--- src/rtl/axi_stream_burst_writer_if.sv ---
// AXI4 bundle (write address, write data, write response, read address,
// read data) between the burst writer and an AXI slave.
//   master : burst writer side (drives AW/W/AR request fields, B/R ready)
//   slave  : AXI slave side (drives awready/wready/arready, bvalid, rvalid/rdata)
interface axi_stream_burst_writer_if;
  logic [15:0] awaddr;
  logic [1:0]  awburst;
  logic [7:0]  awlen;
  logic [2:0]  awsize;
  logic        awvalid;
  logic        awready;
  logic [31:0] wdata;
  logic [3:0]  wstrb;
  logic        wvalid;
  logic        wready;
  logic        bready;
  logic        bvalid;
  logic [15:0] araddr;
  logic [1:0]  arburst;
  logic [7:0]  arlen;
  logic [2:0]  arsize;
  logic        arvalid;
  logic        arready;
  logic        rready;
  logic        rvalid;
  logic [31:0] rdata;

  modport master (
    output awaddr, awburst, awlen, awsize, awvalid,
    output wdata, wstrb, wvalid, bready,
    output araddr, arburst, arlen, arsize, arvalid, rready,
    input  awready, wready, bvalid, arready, rvalid, rdata
  );

  modport slave (
    input  awaddr, awburst, awlen, awsize, awvalid,
    input  wdata, wstrb, wvalid, bready,
    input  araddr, arburst, arlen, arsize, arvalid, rready,
    output awready, wready, bvalid, arready, rvalid, rdata
  );
endinterface

--- src/rtl/axi_stream_burst_writer.sv ---
// Single-burst AXI4 write master. After reset it issues one AW request using
// the length (arg_1) and base address (arg_2) memories, forwards FIFO words
// (arg_0) as W beats, appends one zero-strobe trailing beat, then holds valid.
// Ports:
//   clk, rst          clock, synchronous active-low reset
//   arg_3_s_axi       AXI master port (read side and B channel tied off)
//   arg_1_*           length memory; rdata = burst length L, others tied 0
//   arg_2_*           address memory; rdata = base address, others tied 0
//   arg_0_*           FIFO; read_valid pops, out_data valid the cycle after
//   valid             done flag, stays high until reset
module axi_stream_burst_writer (
  input  logic        clk,
  input  logic        rst,
  axi_stream_burst_writer_if.master arg_3_s_axi,
  output logic [7:0]  arg_1_raddr,
  output logic [7:0]  arg_1_waddr,
  output logic [7:0]  arg_1_wdata,
  output logic        arg_1_wen,
  input  logic [7:0]  arg_1_rdata,
  output logic [15:0] arg_2_raddr,
  output logic [15:0] arg_2_waddr,
  output logic [15:0] arg_2_wdata,
  output logic        arg_2_wen,
  input  logic [15:0] arg_2_rdata,
  output logic        arg_0_read_valid,
  output logic [31:0] arg_0_in_data,
  output logic        arg_0_write_valid,
  input  logic [31:0] arg_0_out_data,
  input  logic        arg_0_read_ready,
  input  logic        arg_0_write_ready,
  output logic        valid
);

  typedef enum logic [2:0] {
    S_AW    = 3'd0,
    S_WAIT  = 3'd1,
    S_POP   = 3'd2,
    S_BEAT  = 3'd3,
    S_CHECK = 3'd4,
    S_LWAIT = 3'd5,
    S_LAST  = 3'd6,
    S_DONE  = 3'd7
  } state_t;

  state_t     state_q, state_d;
  logic [7:0] len_q, len_d;
  logic [7:0] cnt_q, cnt_d;
  // Low for the whole reset interval and high from the first cycle after
  // release; gates every strobe so reset shows as all-idle outputs that
  // come straight from flops.
  logic       run_q;

  // Static / tied-off outputs
  assign arg_3_s_axi.awaddr  = arg_2_rdata;
  assign arg_3_s_axi.awlen   = arg_1_rdata;
  assign arg_3_s_axi.awburst = 2'b01;
  assign arg_3_s_axi.awsize  = 3'b101;
  assign arg_3_s_axi.bready  = 1'b0;
  assign arg_3_s_axi.araddr  = 16'd0;
  assign arg_3_s_axi.arburst = 2'b00;
  assign arg_3_s_axi.arlen   = 8'd0;
  assign arg_3_s_axi.arsize  = 3'b000;
  assign arg_3_s_axi.arvalid = 1'b0;
  assign arg_3_s_axi.rready  = 1'b0;
  assign arg_1_raddr = 8'd0;
  assign arg_1_waddr = 8'd0;
  assign arg_1_wdata = 8'd0;
  assign arg_1_wen   = 1'b0;
  assign arg_2_raddr = 16'd0;
  assign arg_2_waddr = 16'd0;
  assign arg_2_wdata = 16'd0;
  assign arg_2_wen   = 1'b0;
  assign arg_0_in_data     = 32'd0;
  assign arg_0_write_valid = 1'b0;

  logic unused_inputs;
  assign unused_inputs = ^{arg_3_s_axi.arready, arg_3_s_axi.bvalid,
                           arg_3_s_axi.rvalid, arg_3_s_axi.rdata,
                           arg_0_write_ready};

  always_ff @(posedge clk) begin
    if (!rst) begin
      state_q <= S_AW;
      len_q   <= 8'd0;
      cnt_q   <= 8'd0;
      run_q   <= 1'b0;
    end else begin
      state_q <= state_d;
      len_q   <= len_d;
      cnt_q   <= cnt_d;
      run_q   <= 1'b1;
    end
  end

  always_comb begin
    state_d             = state_q;
    len_d               = len_q;
    cnt_d               = cnt_q;
    arg_3_s_axi.awvalid = 1'b0;
    arg_3_s_axi.wvalid  = 1'b0;
    arg_3_s_axi.wdata   = 32'd0;
    arg_3_s_axi.wstrb   = 4'h0;
    arg_0_read_valid    = 1'b0;
    valid               = 1'b0;
    if (run_q) begin
      unique case (state_q)
        S_AW: begin
          arg_3_s_axi.awvalid = 1'b1;
          if (arg_3_s_axi.awready) begin
            // Length is latched here; later memory changes do not matter.
            len_d   = arg_1_rdata;
            cnt_d   = 8'd0;
            state_d = S_WAIT;
          end
        end
        S_WAIT: begin
          if (arg_3_s_axi.wready && arg_0_read_ready) begin
            cnt_d   = cnt_q + 8'd1;
            state_d = S_POP;
          end
        end
        S_POP: begin
          arg_0_read_valid = 1'b1;
          state_d          = S_BEAT;
        end
        S_BEAT: begin
          // wready was seen in S_WAIT; the slave is trusted to take this beat.
          arg_3_s_axi.wvalid = 1'b1;
          arg_3_s_axi.wdata  = arg_0_out_data;
          arg_3_s_axi.wstrb  = 4'hF;
          state_d            = S_CHECK;
        end
        S_CHECK: begin
          // Signed compare: L <= 0 (incl. 0x80..0xFF) yields a single beat.
          if ($signed(cnt_q) < $signed(len_q)) state_d = S_WAIT;
          else                                 state_d = S_LWAIT;
        end
        S_LWAIT: begin
          if (arg_3_s_axi.wready) state_d = S_LAST;
        end
        S_LAST: begin
          arg_3_s_axi.wvalid = 1'b1;
          state_d            = S_DONE;
        end
        S_DONE: begin
          valid = 1'b1;
        end
        default: state_d = S_AW;
      endcase
    end
  end

endmodule

--- src/flat_wrapper.sv ---
// flat-port wrapper written by rule: the top's interface ports become plain ports
module axi_stream_burst_writer_flat 
  (clk, rst, arg_1_raddr, arg_1_waddr, arg_1_wdata, arg_1_wen, arg_1_rdata, arg_2_raddr, arg_2_waddr, arg_2_wdata, arg_2_wen, arg_2_rdata, arg_0_read_valid, arg_0_in_data, arg_0_write_valid, arg_0_out_data, arg_0_read_ready, arg_0_write_ready, valid, arg_3_s_axi_awaddr, arg_3_s_axi_awburst, arg_3_s_axi_awlen, arg_3_s_axi_awsize, arg_3_s_axi_awvalid, arg_3_s_axi_wdata, arg_3_s_axi_wstrb, arg_3_s_axi_wvalid, arg_3_s_axi_bready, arg_3_s_axi_araddr, arg_3_s_axi_arburst, arg_3_s_axi_arlen, arg_3_s_axi_arsize, arg_3_s_axi_arvalid, arg_3_s_axi_rready, arg_3_s_axi_awready, arg_3_s_axi_wready, arg_3_s_axi_bvalid, arg_3_s_axi_arready, arg_3_s_axi_rvalid, arg_3_s_axi_rdata);
  axi_stream_burst_writer_if arg_3_s_axi_i ();
  input  logic clk;
  input  logic rst;
  output logic [7:0] arg_1_raddr;
  output logic [7:0] arg_1_waddr;
  output logic [7:0] arg_1_wdata;
  output logic arg_1_wen;
  input  logic [7:0] arg_1_rdata;
  output logic [15:0] arg_2_raddr;
  output logic [15:0] arg_2_waddr;
  output logic [15:0] arg_2_wdata;
  output logic arg_2_wen;
  input  logic [15:0] arg_2_rdata;
  output logic arg_0_read_valid;
  output logic [31:0] arg_0_in_data;
  output logic arg_0_write_valid;
  input  logic [31:0] arg_0_out_data;
  input  logic arg_0_read_ready;
  input  logic arg_0_write_ready;
  output logic valid;
  output wire logic [$bits(arg_3_s_axi_i.awaddr)-1:0] arg_3_s_axi_awaddr;
  output wire logic [$bits(arg_3_s_axi_i.awburst)-1:0] arg_3_s_axi_awburst;
  output wire logic [$bits(arg_3_s_axi_i.awlen)-1:0] arg_3_s_axi_awlen;
  output wire logic [$bits(arg_3_s_axi_i.awsize)-1:0] arg_3_s_axi_awsize;
  output wire logic [$bits(arg_3_s_axi_i.awvalid)-1:0] arg_3_s_axi_awvalid;
  output wire logic [$bits(arg_3_s_axi_i.wdata)-1:0] arg_3_s_axi_wdata;
  output wire logic [$bits(arg_3_s_axi_i.wstrb)-1:0] arg_3_s_axi_wstrb;
  output wire logic [$bits(arg_3_s_axi_i.wvalid)-1:0] arg_3_s_axi_wvalid;
  output wire logic [$bits(arg_3_s_axi_i.bready)-1:0] arg_3_s_axi_bready;
  output wire logic [$bits(arg_3_s_axi_i.araddr)-1:0] arg_3_s_axi_araddr;
  output wire logic [$bits(arg_3_s_axi_i.arburst)-1:0] arg_3_s_axi_arburst;
  output wire logic [$bits(arg_3_s_axi_i.arlen)-1:0] arg_3_s_axi_arlen;
  output wire logic [$bits(arg_3_s_axi_i.arsize)-1:0] arg_3_s_axi_arsize;
  output wire logic [$bits(arg_3_s_axi_i.arvalid)-1:0] arg_3_s_axi_arvalid;
  output wire logic [$bits(arg_3_s_axi_i.rready)-1:0] arg_3_s_axi_rready;
  input wire logic [$bits(arg_3_s_axi_i.awready)-1:0] arg_3_s_axi_awready;
  input wire logic [$bits(arg_3_s_axi_i.wready)-1:0] arg_3_s_axi_wready;
  input wire logic [$bits(arg_3_s_axi_i.bvalid)-1:0] arg_3_s_axi_bvalid;
  input wire logic [$bits(arg_3_s_axi_i.arready)-1:0] arg_3_s_axi_arready;
  input wire logic [$bits(arg_3_s_axi_i.rvalid)-1:0] arg_3_s_axi_rvalid;
  input wire logic [$bits(arg_3_s_axi_i.rdata)-1:0] arg_3_s_axi_rdata;
  assign arg_3_s_axi_awaddr = arg_3_s_axi_i.awaddr;
  assign arg_3_s_axi_awburst = arg_3_s_axi_i.awburst;
  assign arg_3_s_axi_awlen = arg_3_s_axi_i.awlen;
  assign arg_3_s_axi_awsize = arg_3_s_axi_i.awsize;
  assign arg_3_s_axi_awvalid = arg_3_s_axi_i.awvalid;
  assign arg_3_s_axi_wdata = arg_3_s_axi_i.wdata;
  assign arg_3_s_axi_wstrb = arg_3_s_axi_i.wstrb;
  assign arg_3_s_axi_wvalid = arg_3_s_axi_i.wvalid;
  assign arg_3_s_axi_bready = arg_3_s_axi_i.bready;
  assign arg_3_s_axi_araddr = arg_3_s_axi_i.araddr;
  assign arg_3_s_axi_arburst = arg_3_s_axi_i.arburst;
  assign arg_3_s_axi_arlen = arg_3_s_axi_i.arlen;
  assign arg_3_s_axi_arsize = arg_3_s_axi_i.arsize;
  assign arg_3_s_axi_arvalid = arg_3_s_axi_i.arvalid;
  assign arg_3_s_axi_rready = arg_3_s_axi_i.rready;
  assign arg_3_s_axi_i.awready = arg_3_s_axi_awready;
  assign arg_3_s_axi_i.wready = arg_3_s_axi_wready;
  assign arg_3_s_axi_i.bvalid = arg_3_s_axi_bvalid;
  assign arg_3_s_axi_i.arready = arg_3_s_axi_arready;
  assign arg_3_s_axi_i.rvalid = arg_3_s_axi_rvalid;
  assign arg_3_s_axi_i.rdata = arg_3_s_axi_rdata;
  axi_stream_burst_writer u_core (.clk(clk), .rst(rst), .arg_3_s_axi(arg_3_s_axi_i), .arg_1_raddr(arg_1_raddr), .arg_1_waddr(arg_1_waddr), .arg_1_wdata(arg_1_wdata), .arg_1_wen(arg_1_wen), .arg_1_rdata(arg_1_rdata), .arg_2_raddr(arg_2_raddr), .arg_2_waddr(arg_2_waddr), .arg_2_wdata(arg_2_wdata), .arg_2_wen(arg_2_wen), .arg_2_rdata(arg_2_rdata), .arg_0_read_valid(arg_0_read_valid), .arg_0_in_data(arg_0_in_data), .arg_0_write_valid(arg_0_write_valid), .arg_0_out_data(arg_0_out_data), .arg_0_read_ready(arg_0_read_ready), .arg_0_write_ready(arg_0_write_ready), .valid(valid));
endmodule
--- config.mk ---
export PLATFORM = sky130hd
export DESIGN_NAME = axi_stream_burst_writer_flat
export DESIGN_NICKNAME = d
export VERILOG_FILES = /design/src/rtl/axi_stream_burst_writer_if.sv /design/src/rtl/axi_stream_burst_writer.sv /design/src/flat_wrapper.sv
export SDC_FILE = /design/constraint.sdc
export NUM_CORES = 1
export LEC_CHECK = 0
export CORE_AREA = 2 2 118 120
export CTS_CLUSTER_DIAMETER = 200
export CTS_CLUSTER_SIZE = 24
export DETAILED_ROUTE_END_ITERATION = 7
export DIE_AREA = 0 0 120 122
export DONT_BUFFER_PORTS = 1
export PLACE_DENSITY = 0.36
export RECOVER_POWER = 25
export REMOVE_ABC_BUFFERS = 1
export SETUP_SLACK_MARGIN = 0.5
export SYNTH_ARGS = -nofsm -noshare
export SYNTH_HDL_FRONTEND = slang
export SYNTH_SLANG_ARGS = --single-unit
--- constraint.sdc ---
create_clock -name clk -period 2.8 [get_ports clk]
set_clock_uncertainty 0.15 [all_clocks]
set_input_delay 0 -clock clk [delete_from_list [all_inputs] [get_ports clk]]
set_output_delay 0 -clock clk [all_outputs]
set_load 0.1 [all_outputs]
# --- After elaboration in Yosys (flattened, before gate mapping) ---
# Index checks and enable logic that the tools add are counted.
op_classes:
  add_sub_neg: 1
  n_lt_le_gt_ge: 1
  n_eq_ne: 10
  n_mux: 21
  n_reduce_logical: 8
ops:
  columns: ["op", "n"]
  rows:
  - ["$mux 32", 2]
  - ["$pmux 3 s7", 1]
  - ["$mux 8", 2]
  - ["$pmux 8 s2", 1]
  - ["$eq 3x3->1 const B", 4]
  - ["$mux 3", 4]
  - ["$mux 1", 9]
  - ["$add 8x1->8 const B", 1]
  - ["$lt 8x8->1", 1]
  - ["$mux 4", 2]
  - ["$reduce_bool 7->1", 1]
  - ["$eq 3x2->1 const B", 2]
  - ["$reduce_and 5->1", 1]
  - ["$ne 2x2->1 const B", 2]
  - ["$reduce_and 4->1", 1]
  - ["$eq 3x1->1 const B", 1]
  - ["$logic_not 3->1", 1]
  - ["$reduce_and 3->1", 1]
  - ["$ne 2x1->1 const B", 1]
  - ["$reduce_bool 2->1", 1]
  - ["$reduce_or 2->1", 1]
  - ["$logic_and 1x1->1", 1]
word_totals:
  register_bits: 20
  out_inout_bits: 208
  elab_cells: 45

# --- Depth between registers and ports, before layout ---
logic_depth:
  word_depth: 4
  ltp_mapped: 8

# --- Worst setup path after synthesis ---
# Ideal clock, no wire load.
synth_path:
  kind: "register -> output"
  start: "register u_core.state_q[0]"
  end: "output arg_3_s_axi_wstrb[1]"
  t_arrival_ns: 2.660
  required_ns: 2.650
  setup_slack_ns: -0.010
  stages_incl_launch_ff: 6
  n_path_buf: 2
  cell_sequence: "dfxtp_1 -> ha_1 -> clkbuf_1 -> inv_1 -> nor2_1 -> buf_4"
synth_via:
  elab_chain_cells: 3
synth_rtl:
  columns: ["element", "line", "text"]
  rows:
  - ["from (decl)", "axi_stream_burst_writer.sv:45", "state_t state_q, state_d;"]
  - ["from (signal assigned)", "axi_stream_burst_writer.sv:88", "state_q <= state_d;"]
  - ["$eq 3x2->1", "axi_stream_burst_writer.sv:106", "unique case (state_q)"]
  - ["$mux 4", "axi_stream_burst_writer.sv:106", null]
  - ["$mux 4", "axi_stream_burst_writer.sv:105", "if (run_q) begin"]
  - ["to (decl)", "flat_wrapper.sv:30", "output wire logic [$bits(arg_3_s_axi_i.wstrb)-1:0] arg_3_s_axi_wstrb;"]
# No other way between the ends.

# --- Worst setup path in the final report ---
layout_path:
  start: "register u_core.state_q[1]"
  end: "register u_core.cnt_q[6]"
layout_via:
  elab_chain_cells: 3
  elab_cells_between_ends: 7
  cone_classes: "3 x eq/ne; 1 x mux; 3 x reduce/logical"
layout_rtl:
  columns: ["element", "line", "text"]
  rows:
  - ["$eq 3x1->1 / $logic_not 3->1 (equally long branches)", "axi_stream_burst_writer.sv:106", null]
  - ["$ne 2x1->1 (no source line) (tied with other cells)", null, null]
  - ["$reduce_and 4->1 (no source line)", null, null]
  - ["to (signal assigned)", "axi_stream_burst_writer.sv:90", "cnt_q <= cnt_d;"]
  - ["to (decl)", "axi_stream_burst_writer.sv:47", "logic [7:0] cnt_q, cnt_d;"]
# Parallel ways exist; a longest one is shown, timed or not.
# A chain may end at the register's enable or synchronous reset.

==> results summary <==
The flow ran to the end, and the final reports show no timing, DRC or antenna violations. The number of core rows came out at 43. TritonCTS built the clock tree. The classification of the worst setup path is register to register. The setup slack of the most critical reg-to-reg path came out at 0.74 ns. The minimum clock period came out at 2.063 ns. The highest cell delay on the worst timing path came out at 0.40 ns.

After detailed routing, the average wire length per cell comes to 11.32 um. The synthesized design contains 20 register bits. The placeable core region came out at 13500 um^2.

The beginning of the worst register-to-register path is u_core.state_q[1]. In the final design database the tool counted 499 nets. The worst slack on hold paths is 0.004666 ns.

The clock sink count is 20. Wire segments on met3 add up to 441 um in the final route. The deepest level of the CTS H-tree is 1. The full die area is 14640 um^2. The slowest stage of the critical path is the nor3_1 cell. For this run, the number of Yosys warnings is 0.

For the pin with the worst max-slew slack, the measured transition is 1.056 ns. The die is 120 um wide. The overall die height came out at 122 um. Traced cell by cell, the critical path runs through inv_1 > ha_1 > a21boi_2 > nor3_1 > nand4_1 > xor2_1 > nor2_1. Once placement completed, the tool counted placed cells totaling 540.

The sequential element share of the synthesized area came out at 14.77%. The pin count of the biggest net entering global routing is 34. The latest clock arrival within the worst-skew pair came out at 0.25 ns. The finished layout holds 568 standard cells, fillers aside. The critical path buffer and inverter count came out at 1. The count of final max-slew check failures is 0. The required time at the endpoint of the critical path is 2.76 ns. The number of distinct library cells after synthesis came out at 35. In the post-route analysis, the smallest setup slack over all paths is 0.7374 ns. The global-route wire length before repair is 8942 um. The largest driver fanout on the critical path is 9. The number of cells on the worst reg-to-reg path came out at 7. The fraction of the cycle the final worst path needs is 73.66%. OpenSTA, run right after detailed placement, puts the worst setup slack at 0.7350 ns. The highest layer touched by signal routing is met3.

The worst hold path begins at arg_3_s_axi_awready. The layout overhead on the synthesized area came out at 3.184%. Clock-pin slew was measured on the worst setup and hold paths at 0.05 ns. The number of instances resized during post-cts repair came out at 0. Summed over all cells, the static leakage comes to 0.001486 uW. The clock passes through at most 2 buffers.

The detailed router put a total of 2806 um of wire on met1. The root cell of the clock tree is clkbuf_16. The worst setup path is captured at a register. The path class of the tightest hold or removal check is primary input to register. Buffers added to address setup during post-CTS repair amount to 0.

Counting the buffers created by CTS gives 3. For the worst setup path, the data arrival time is 2.03 ns. The worst min-delay path endpoint is u_core.cnt_q[7]. STA classifies the critical path startpoint as a register.

The average vias per placed instance is 3.294. The count of cells along the worst hold path is 3. In this run the tightest slew margin relative to its limit is 29.34%. The highest ir drop seen on vdd came out at 0.1921 mV. The sum of met2 wire segment lengths after detailed routing came out at 3179 um. Input and output buffers added on the ports amount to 0. The post-synthesis cell count came out at 360. Setup repair after global routing left no endpoint under its margin. The number of global-route vias before repair was 1533.

The routed wire length came out at 6427 um. The leftover overflow at the end of global routing came out at 0. The cell family contributing the most delay on the critical path is simple AND/OR/NAND/NOR gates. The synthesized area divided by synthesized cell count is 7.532 um^2.

The number of max-cap violations came out at 0. The routability congestion estimate came out at 0.6870. The wire-length estimate of the detail-placed layout is 5219 um. The detailed router placed 1871 vias in this run. The initial core utilization is 20.08%. Global routing used 7.758% of the available tracks across all layers. The first detailed-routing pass took 4 iterations. The number of hold violations in the final report is 0. The fmax is 484.8 MHz. Of the cells placed in the final design, the portion with a size suffix greater than 1 is 13.66%. 305 I/O pins were placed. The overall power after layout is 1862 uW. For this block, the initial DRC count from the detailed router was 43. In this run the critical register-to-register path is captured at u_core.cnt_q[6]. Setup violations remaining at the end of the flow were counted as 0. The post-detailed-route count of antenna-violating nets is 0. The number of antenna diodes in the final layout is 0. The path length in cells of the critical path is 7. The total DRC errors in the routed layout is 0. Dividing total power by cell area gives a power density of 665.5 nW/um^2.

The initial antenna violation count is 0. The synthesized cell area is 2711 um^2.
## cell families (layout without fill, tap and decap cells)
group / count (synthesis) / in the layout / synth area share [%]
multiplexers: 1 / 1 / 0.3692
adder cells (fa/ha/maj): 12 / 12 / 5.537
flip-flops: 20 / 20 / 14.77
other: 2 / 144 / 0.2770
AO/OA/AOI/OAI: 27 / 27 / 7.199
XOR/XNOR: 7 / 7 / 2.261
buffers and inverters: 197 / 83 / 51.04
AND/OR/NAND/NOR: 94 / 94 / 18.55
## layout make-up
cell class / count / area, um^2
Multi-Input combinational cell: 285 / 1478
Fill cell: 1561 / 10710
Timing Repair Buffer: 65 / 563.0
Inverter: 15 / 56.30
Tap cell: 180 / 225.2
Clock buffer: 3 / 75.07
Sequential cell: 20 / 400.4
## worst min-delay path, cell delays in order
cell and delay [ns]:
nand2_1 0.11, o41ai_2 0.15, nor2_1 0.11
## worst max-delay path by stage
stage / from / endpoint / slack, ns
floorplan: u_core.state_q[0] / arg_3_s_axi_wstrb[0] / -3.28
global placement: u_core.state_q[1] / u_core.cnt_q[7] / 0.77
detailed placement: u_core.state_q[1] / u_core.cnt_q[6] / 0.73
CTS: u_core.state_q[1] / u_core.cnt_q[6] / 0.72
global route: u_core.state_q[0] / u_core.cnt_q[7] / 0.51
finish: u_core.state_q[1] / u_core.cnt_q[6] / 0.74
## cell usage after synthesis
cell type | number | area share (%)
or3_1 | 1 | 0.23
mux2i_1 | 1 | 0.37
nor4_4 | 1 | 0.78
a2bb2oi_1 | 1 | 0.32
a21boi_1 | 1 | 0.28
a21boi_2 | 1 | 0.42
clkbuf_1 | 9 | 1.2
o22ai_1 | 1 | 0.23
o211ai_1 | 2 | 0.55
o41ai_2 | 1 | 0.60
o2111ai_1 | 1 | 0.32
a21boi_0 | 7 | 1.9
a211oi_1 | 1 | 0.28
xnor2_1 | 1 | 0.32
o31a_1 | 1 | 0.32
xor2_1 | 6 | 1.9
nor3_1 | 4 | 0.74
a21oi_1 | 2 | 0.37
and3_1 | 33 | 7.6
dfxtp_1 | 20 | 15
nand2_1 | 23 | 3.2
o21ai_0 | 6 | 1.1
conb_1 | 2 | 0.28
nor2b_1 | 5 | 1.2
buf_2 | 2 | 0.37
nor2_1 | 15 | 2.1
a31oi_1 | 2 | 0.46
nand3_1 | 5 | 0.92
and2_1 | 3 | 0.69
nor3_2 | 1 | 0.37
nand4_1 | 2 | 0.46
nand2b_2 | 1 | 0.32
ha_1 | 12 | 5.5
buf_4 | 171 | 47
inv_1 | 15 | 2.1
## routing by layer
metal,up-vias,global-route usage [%]
li1,904,-
met1,853,10.55
met2,114,12.96
met3,0,1.545
met4,0,1.103
met5,-,0
## cell usage in the layout, fill, tap and decap left out, types with 3 or more instances in the layout
master / Yosys / final
a21boi_0: 7 / 7
and2_1: 3 / 3
and3_1: 33 / 33
buf_4: 171 / 39
clkbuf_16: 0 / 3
conb_1: 2 / 144
dfxtp_1: 20 / 20
dlygate4sd3_1: 0 / 25
ha_1: 12 / 12
inv_1: 15 / 15
nand2_1: 23 / 23
nand3_1: 5 / 5
nor2_1: 15 / 12
nor2b_1: 5 / 3
nor3_1: 4 / 4
o21ai_0: 6 / 6
xor2_1: 6 / 6
## repair_timing
| action | CTS | global route |
|---|---|---|
| hold endpoints to repair | 44 | 0 |
| endpoints found under the setup margin | 0 | 0 |
| hold buffers | 25 | 0 |
## flip-flops by register name, summed over array words and instances, names as in the netlist
name / flops
u_core.len_q: 8
u_core.cnt_q: 8
u_core.run_q: 1
u_core.state_q: 3
## metrics by stage
stage	area, um^2	TNS, ns	util (%)
floorplan	1917	-13.12	-
global placement	2472	0	18.31
detailed placement	2472	0	18.31
CTS	2798	0	20.72
global route	2798	0	20.72
finish	2798	0	20.72
## power breakdown
group	internal, uW	leakage (uW)	switching (uW)
clock	188	0.0000370	101
sequential	303	0.000163	16.0
combinational	97.2	0.00129	1160
total	588	0.00149	1270
Note: power is estimated with default switching activity, not from simulation.
